## config.mk

```make
export PLATFORM = sky130hd
export DESIGN_NAME = spi_cmd_master
export DESIGN_NICKNAME = d
export VERILOG_FILES = /design/src/rtl/spi_cmd_master.sv
export SDC_FILE = /design/constraint.sdc
export NUM_CORES = 1
export LEC_CHECK = 0
export ABC_AREA = 1
export BUFFER_PORTS_ARGS = -buffer_cell sky130_fd_sc_hd__buf_2
export CORE_MARGIN = 8
export CORE_UTILIZATION = 40
export DETAILED_ROUTE_END_ITERATION = 6
export PLACE_DENSITY_LB_ADDON = 0.12
export SLEW_MARGIN = 15
export SYNTH_ARGS = -nofsm -noshare
export SYNTH_HDL_FRONTEND = slang
export SYNTH_SLANG_ARGS = --single-unit
```

## constraint.sdc

```tcl
create_clock -name clk -period 1.6 [get_ports clk]
set_input_delay 0.24 -clock clk [delete_from_list [all_inputs] [get_ports clk]]
set_output_delay 0.24 -clock clk [all_outputs]
set_load 0.05 [all_outputs]
```

## src/rtl/spi_cmd_master.sv

```systemverilog
// rtl/spi_cmd_master.sv - command-driven SPI master framing one RAM command per transaction
//
// Ports:
//   clk, rst_n              system clock, asynchronous active-low reset
//   cmd_valid/cmd_ready     command handshake; ready only while idle
//   cmd_op[1:0]             00 wr-addr, 01 wr-data, 10 rd-addr, 11 rd-data
//   cmd_payload[7:0]        address or data byte, shifted after the op bits
//   rsp_valid, rsp_data     one-cycle strobe with the byte read back on a rd-data frame
//   err                     one-cycle sequence-error pulse (optional check only)
//   busy                    high whenever a frame or the inter-frame gap is in progress
//   MOSI, MISO, SS_n        SPI pins toward the SPI-slave/RAM wrapper
//
// Optional feature: define SPI_CMD_MASTER_SEQ_CHECK_EN to reject a rd-data
// command that is not preceded by a rd-address command.
module spi_cmd_master #(
    parameter int RD_LAT = 2,
    parameter int GAP    = 1
) (
    input  logic       clk,
    input  logic       rst_n,
    input  logic       cmd_valid,
    output logic       cmd_ready,
    input  logic [1:0] cmd_op,
    input  logic [7:0] cmd_payload,
    output logic       rsp_valid,
    output logic [7:0] rsp_data,
    output logic       err,
    output logic       busy,
    output logic       MOSI,
    input  logic       MISO,
    output logic       SS_n
);

    localparam logic [2:0] ST_IDLE  = 3'd0;
    localparam logic [2:0] ST_SEL   = 3'd1;
    localparam logic [2:0] ST_SHIFT = 3'd2;
    localparam logic [2:0] ST_WAIT  = 3'd3;
    localparam logic [2:0] ST_READ  = 3'd4;
    localparam logic [2:0] ST_END   = 3'd5;

    localparam logic [3:0] WAIT_LAST = 4'(RD_LAT - 1);
    localparam logic [3:0] GAP_LAST  = 4'(GAP - 1);

    logic [2:0] state;
    logic [3:0] cnt;
    logic [9:0] frame;
    logic [7:0] rx_shift;
    logic       rd_frame;
    logic       accept;
    logic       reject;

    assign accept = (state == ST_IDLE) && cmd_ready && cmd_valid;

`ifdef SPI_CMD_MASTER_SEQ_CHECK_EN
    logic rd_addr_pending;

    assign reject = accept && (cmd_op == 2'b11) && !rd_addr_pending;

    always_ff @(posedge clk or negedge rst_n) begin
        if (!rst_n) begin
            rd_addr_pending <= 1'b0;
            err             <= 1'b0;
        end else begin
            err <= reject;
            if (accept) begin
                if (cmd_op == 2'b10) begin
                    rd_addr_pending <= 1'b1;
                end else if (cmd_op == 2'b11) begin
                    rd_addr_pending <= 1'b0;
                end
            end
        end
    end
`else
    assign reject = 1'b0;
    assign err    = 1'b0;
`endif

    // Outputs are registered: each branch loads the pin values for the state
    // being entered, so the pins change on the same edge as the state.
    always_ff @(posedge clk or negedge rst_n) begin
        if (!rst_n) begin
            state     <= ST_IDLE;
            cnt       <= 4'd0;
            frame     <= 10'd0;
            rx_shift  <= 8'd0;
            rd_frame  <= 1'b0;
            cmd_ready <= 1'b0;
            busy      <= 1'b0;
            SS_n      <= 1'b1;
            MOSI      <= 1'b0;
            rsp_valid <= 1'b0;
            rsp_data  <= 8'h00;
        end else begin
            rsp_valid <= 1'b0;
            case (state)
                ST_IDLE: begin
                    cmd_ready <= 1'b1;
                    if (reject) begin
                        // Rejected rd-data: spend one cycle busy with SS_n high, then idle.
                        state     <= ST_END;
                        cnt       <= GAP_LAST;
                        cmd_ready <= 1'b0;
                        busy      <= 1'b1;
                    end else if (accept) begin
                        state     <= ST_SEL;
                        frame     <= {cmd_op, cmd_payload};
                        rd_frame  <= (cmd_op == 2'b11);
                        cmd_ready <= 1'b0;
                        busy      <= 1'b1;
                        SS_n      <= 1'b0;
                        MOSI      <= cmd_op[1];
                    end
                end
                ST_SEL: begin
                    state <= ST_SHIFT;
                    cnt   <= 4'd0;
                    MOSI  <= frame[9];
                    frame <= {frame[8:0], 1'b0};
                end
                ST_SHIFT: begin
                    if (cnt == 4'd9) begin
                        cnt  <= 4'd0;
                        MOSI <= 1'b0;
                        if (rd_frame) begin
                            state <= ST_WAIT;
                        end else begin
                            state <= ST_END;
                            SS_n  <= 1'b1;
                        end
                    end else begin
                        cnt   <= cnt + 4'd1;
                        MOSI  <= frame[9];
                        frame <= {frame[8:0], 1'b0};
                    end
                end
                ST_WAIT: begin
                    if (cnt == WAIT_LAST) begin
                        state <= ST_READ;
                        cnt   <= 4'd0;
                    end else begin
                        cnt <= cnt + 4'd1;
                    end
                end
                ST_READ: begin
                    rx_shift <= {rx_shift[6:0], MISO};
                    if (cnt == 4'd7) begin
                        state     <= ST_END;
                        cnt       <= 4'd0;
                        SS_n      <= 1'b1;
                        rsp_valid <= 1'b1;
                        rsp_data  <= {rx_shift[6:0], MISO};
                    end else begin
                        cnt <= cnt + 4'd1;
                    end
                end
                ST_END: begin
                    if (cnt == GAP_LAST) begin
                        state     <= ST_IDLE;
                        cnt       <= 4'd0;
                        cmd_ready <= 1'b1;
                        busy      <= 1'b0;
                    end else begin
                        cnt <= cnt + 4'd1;
                    end
                end
                default: begin
                    state     <= ST_IDLE;
                    cnt       <= 4'd0;
                    cmd_ready <= 1'b1;
                    busy      <= 1'b0;
                    SS_n      <= 1'b1;
                    MOSI      <= 1'b0;
                end
            endcase
        end
    end

endmodule

```

==> results.cfg <==
[run_status]
status = finished with violations
violations = negative hold slack

[route]
drc = 0
drt_iter0_markers = 115
avgViaCountPerCell = 4.67
dr_total_vias = 1704
wl_met3_um = 214
wl_met2_mm = 2.04
ant_nets = 0
detail_route.wl_per_cell_um = 12.5
wl_met1_mm = 2.25
drt_wl_total_mm = 4.57
drt_first_pass_iters = 4
highest_layer = met4

[logic_synthesis]
syn_nets = 281
ys_seq_area_frac = 0.455
synth_area_leaders = dfrtp_1 44%, nand2_1 17%, nand3_1 6.2%
ys_types = 27
netlist_instances = 264
ys_ff_latch = 38
syn_avg_cell_area_um2 = 7.93
syn_area_mm2 = 0.00209
yosysTopAreaCell = dfrtp_1
synth_top_area_frac = 0.442
yosys_warnings = 0

[global_route]
grt.total_usage = 0.132
first_global_vias = 1748
grt_overflow = 0
grt_pass1_wl_mm = 7.97
grt_start_max_net_pins = 39
antenna_found_initial = 0

[worst_setup_path]
path_common_cell = nand2_1
cp.arrival_ns = 1.71
path_buf_inv = 1
cp_cell_sequence = inv_1 -> ha_2 -> nand3_2 -> nand2_1 -> nand2_1 -> nor2_4 -> nand3_1 -> nand2_1
cp-start-kind = register
r2r_end = state[0]
cp.required_ns = 1.82
crit-reg2reg-launch = cnt[1]
startpoint = cnt[1]
critPathSlowestCell = dfrtp_1
crit_family = simple AND/OR/NAND/NOR gates
critical_path.endpoint_type = register
cp_max_fo = 6
ff2ff_path_depth = 8
regToRegSetupSlack_ns = 0.11
max_stage_delay_ns = 0.42
worstSetupPathType = reg -> reg

[layout]
diodes = 0
final-instance-count-excl-fill = 365
syn_to_final_growth_pct = 15.2
final_common_cell = nand2_1
fin_area_mm2 = 0.00241
drive_gt1_frac = 0.251
layout.nets = 312
final_cell_mix = 96 x nand2_1, 35 x dfrtp_1, 26 x buf_2
fin_util = 0.476

[clock_network]
htreeDepth = 2
clockBufferDepth = 2
tritoncts = done
path_clk_slew_ns = 0.07
clk_latency_ns = 0.29
ctsHoldBuffers = 0
cts_buffers = 5
cts.sinks = 38
cts_root_buf = clkbuf_8

[sta]
rsz0062_at_grt = false
fin_crit_sh = 0.931
fmax_ghz = 0.671
slew_viol_final = 0
hold_slack_ns = -0.00526
finalWorstSetupSlack_ns = 0.111
skew_ns = 0.00501
tns_ns = 0
hold_viol = 13
setup_viol = 0
post-route-min-period_ns = 1.49

[placement]
placed_cell_area_mm2 = 0.00229
post-place-ws_ns = 0.0736
dp_cells = 358
place.gp.congestion = 0.860
dp_hpwl_mm = 3.38
numPortBuffers = 26

[power_and_ir_drop]
total_power_mw = 4.56
power.leakage_nw = 1.30
cellPowerDensity_mw_per_mm2 = 1890
ir_drop_mv = 0.712

[floorplan]
start_util = 0.413
die_area_mm2 = 0.00781
core-area_mm2 = 0.00507
num_rows = 26
ios = 28
die-width_um = 88.4
die_y_um = 88.4

[job]
drv_cap = 0

[hold_path]
holdCritPathClass = in -> async
[cells in the mapped netlist (all sizes together)]
library cell  number
nor2              23
nand2            105
inv               27
o211ai             1
xor2               1
a21oi              2
nand3b             1
buf                7
nand4              1
dfstp              1
nand3             26
clkbuf             1
conb               1
ha                 3
dfrtp             37
o21ai             27
[where the power goes]
part / switching (mW) / internal (mW) / total (mW)
sequential: 0.255 / 1.28 / 1.53
combinational: 1.49 / 0.716 / 2.20
clock: 0.325 / 0.499 / 0.824
[logic make-up after synthesis]
group,after synthesis,share of synthesized area
other,1,0.00179
adders and majority gates,3,0.0179
and+or+nand+nor,156,0.346
DFF,38,0.455
buffers and inverters,35,0.0848
xor gates and xnor gates,1,0.00418
AOI/OAI and AO/OA,30,0.0908
[registers in the layout, indices dropped and copies added, names as in the netlist]
| signal | flops |
|---|---|
| rx_shift | 7 |
| busy | 1 |
| frame | 10 |
| cnt | 4 |
| MOSI | 1 |
| rd_frame | 1 |
| cmd_ready | 1 |
| state | 3 |
| rsp_valid | 1 |
| rsp_data | 8 |
| SS_n | 1 |
[worst max path at each step]
stage	end	slack [ns]	cells after the start
5_1_grt	state[0]	0.01	7
6_report	state[0]	0.11	8
4_1_cts	frame[0]	0.01	7
3_3_place_gp	state[2]	0.06	8
3_5_place_dp	state[0]	0.07	7
2_1_floorplan	frame[8]	0.15	6
[area by class of cell]
class                           instances  area, µm²
Tap cell                               70       87.6
Timing Repair Buffer                   32        175
Clock buffer                            6       82.6
Clock inverter                          1       30.0
Inverter                               27        106
Sequential cell                        38        955
Fill cell                             533       2660
Multi-Input combinational cell        191        977
[per-layer routing]
metal  global-route usage  up-vias
li1                     -      891
met1                0.172      774
met2                0.202       34
met3               0.0344        5
met4               0.0553        0
met5                    0        -
[timing repair]
action | 4_1_cts | 5_1_grt
gates resized for setup | 0 | 6
setup endpoints to repair | 0 | 16
setup buffers | 0 | 0
(Power assumes the default switching activity.)
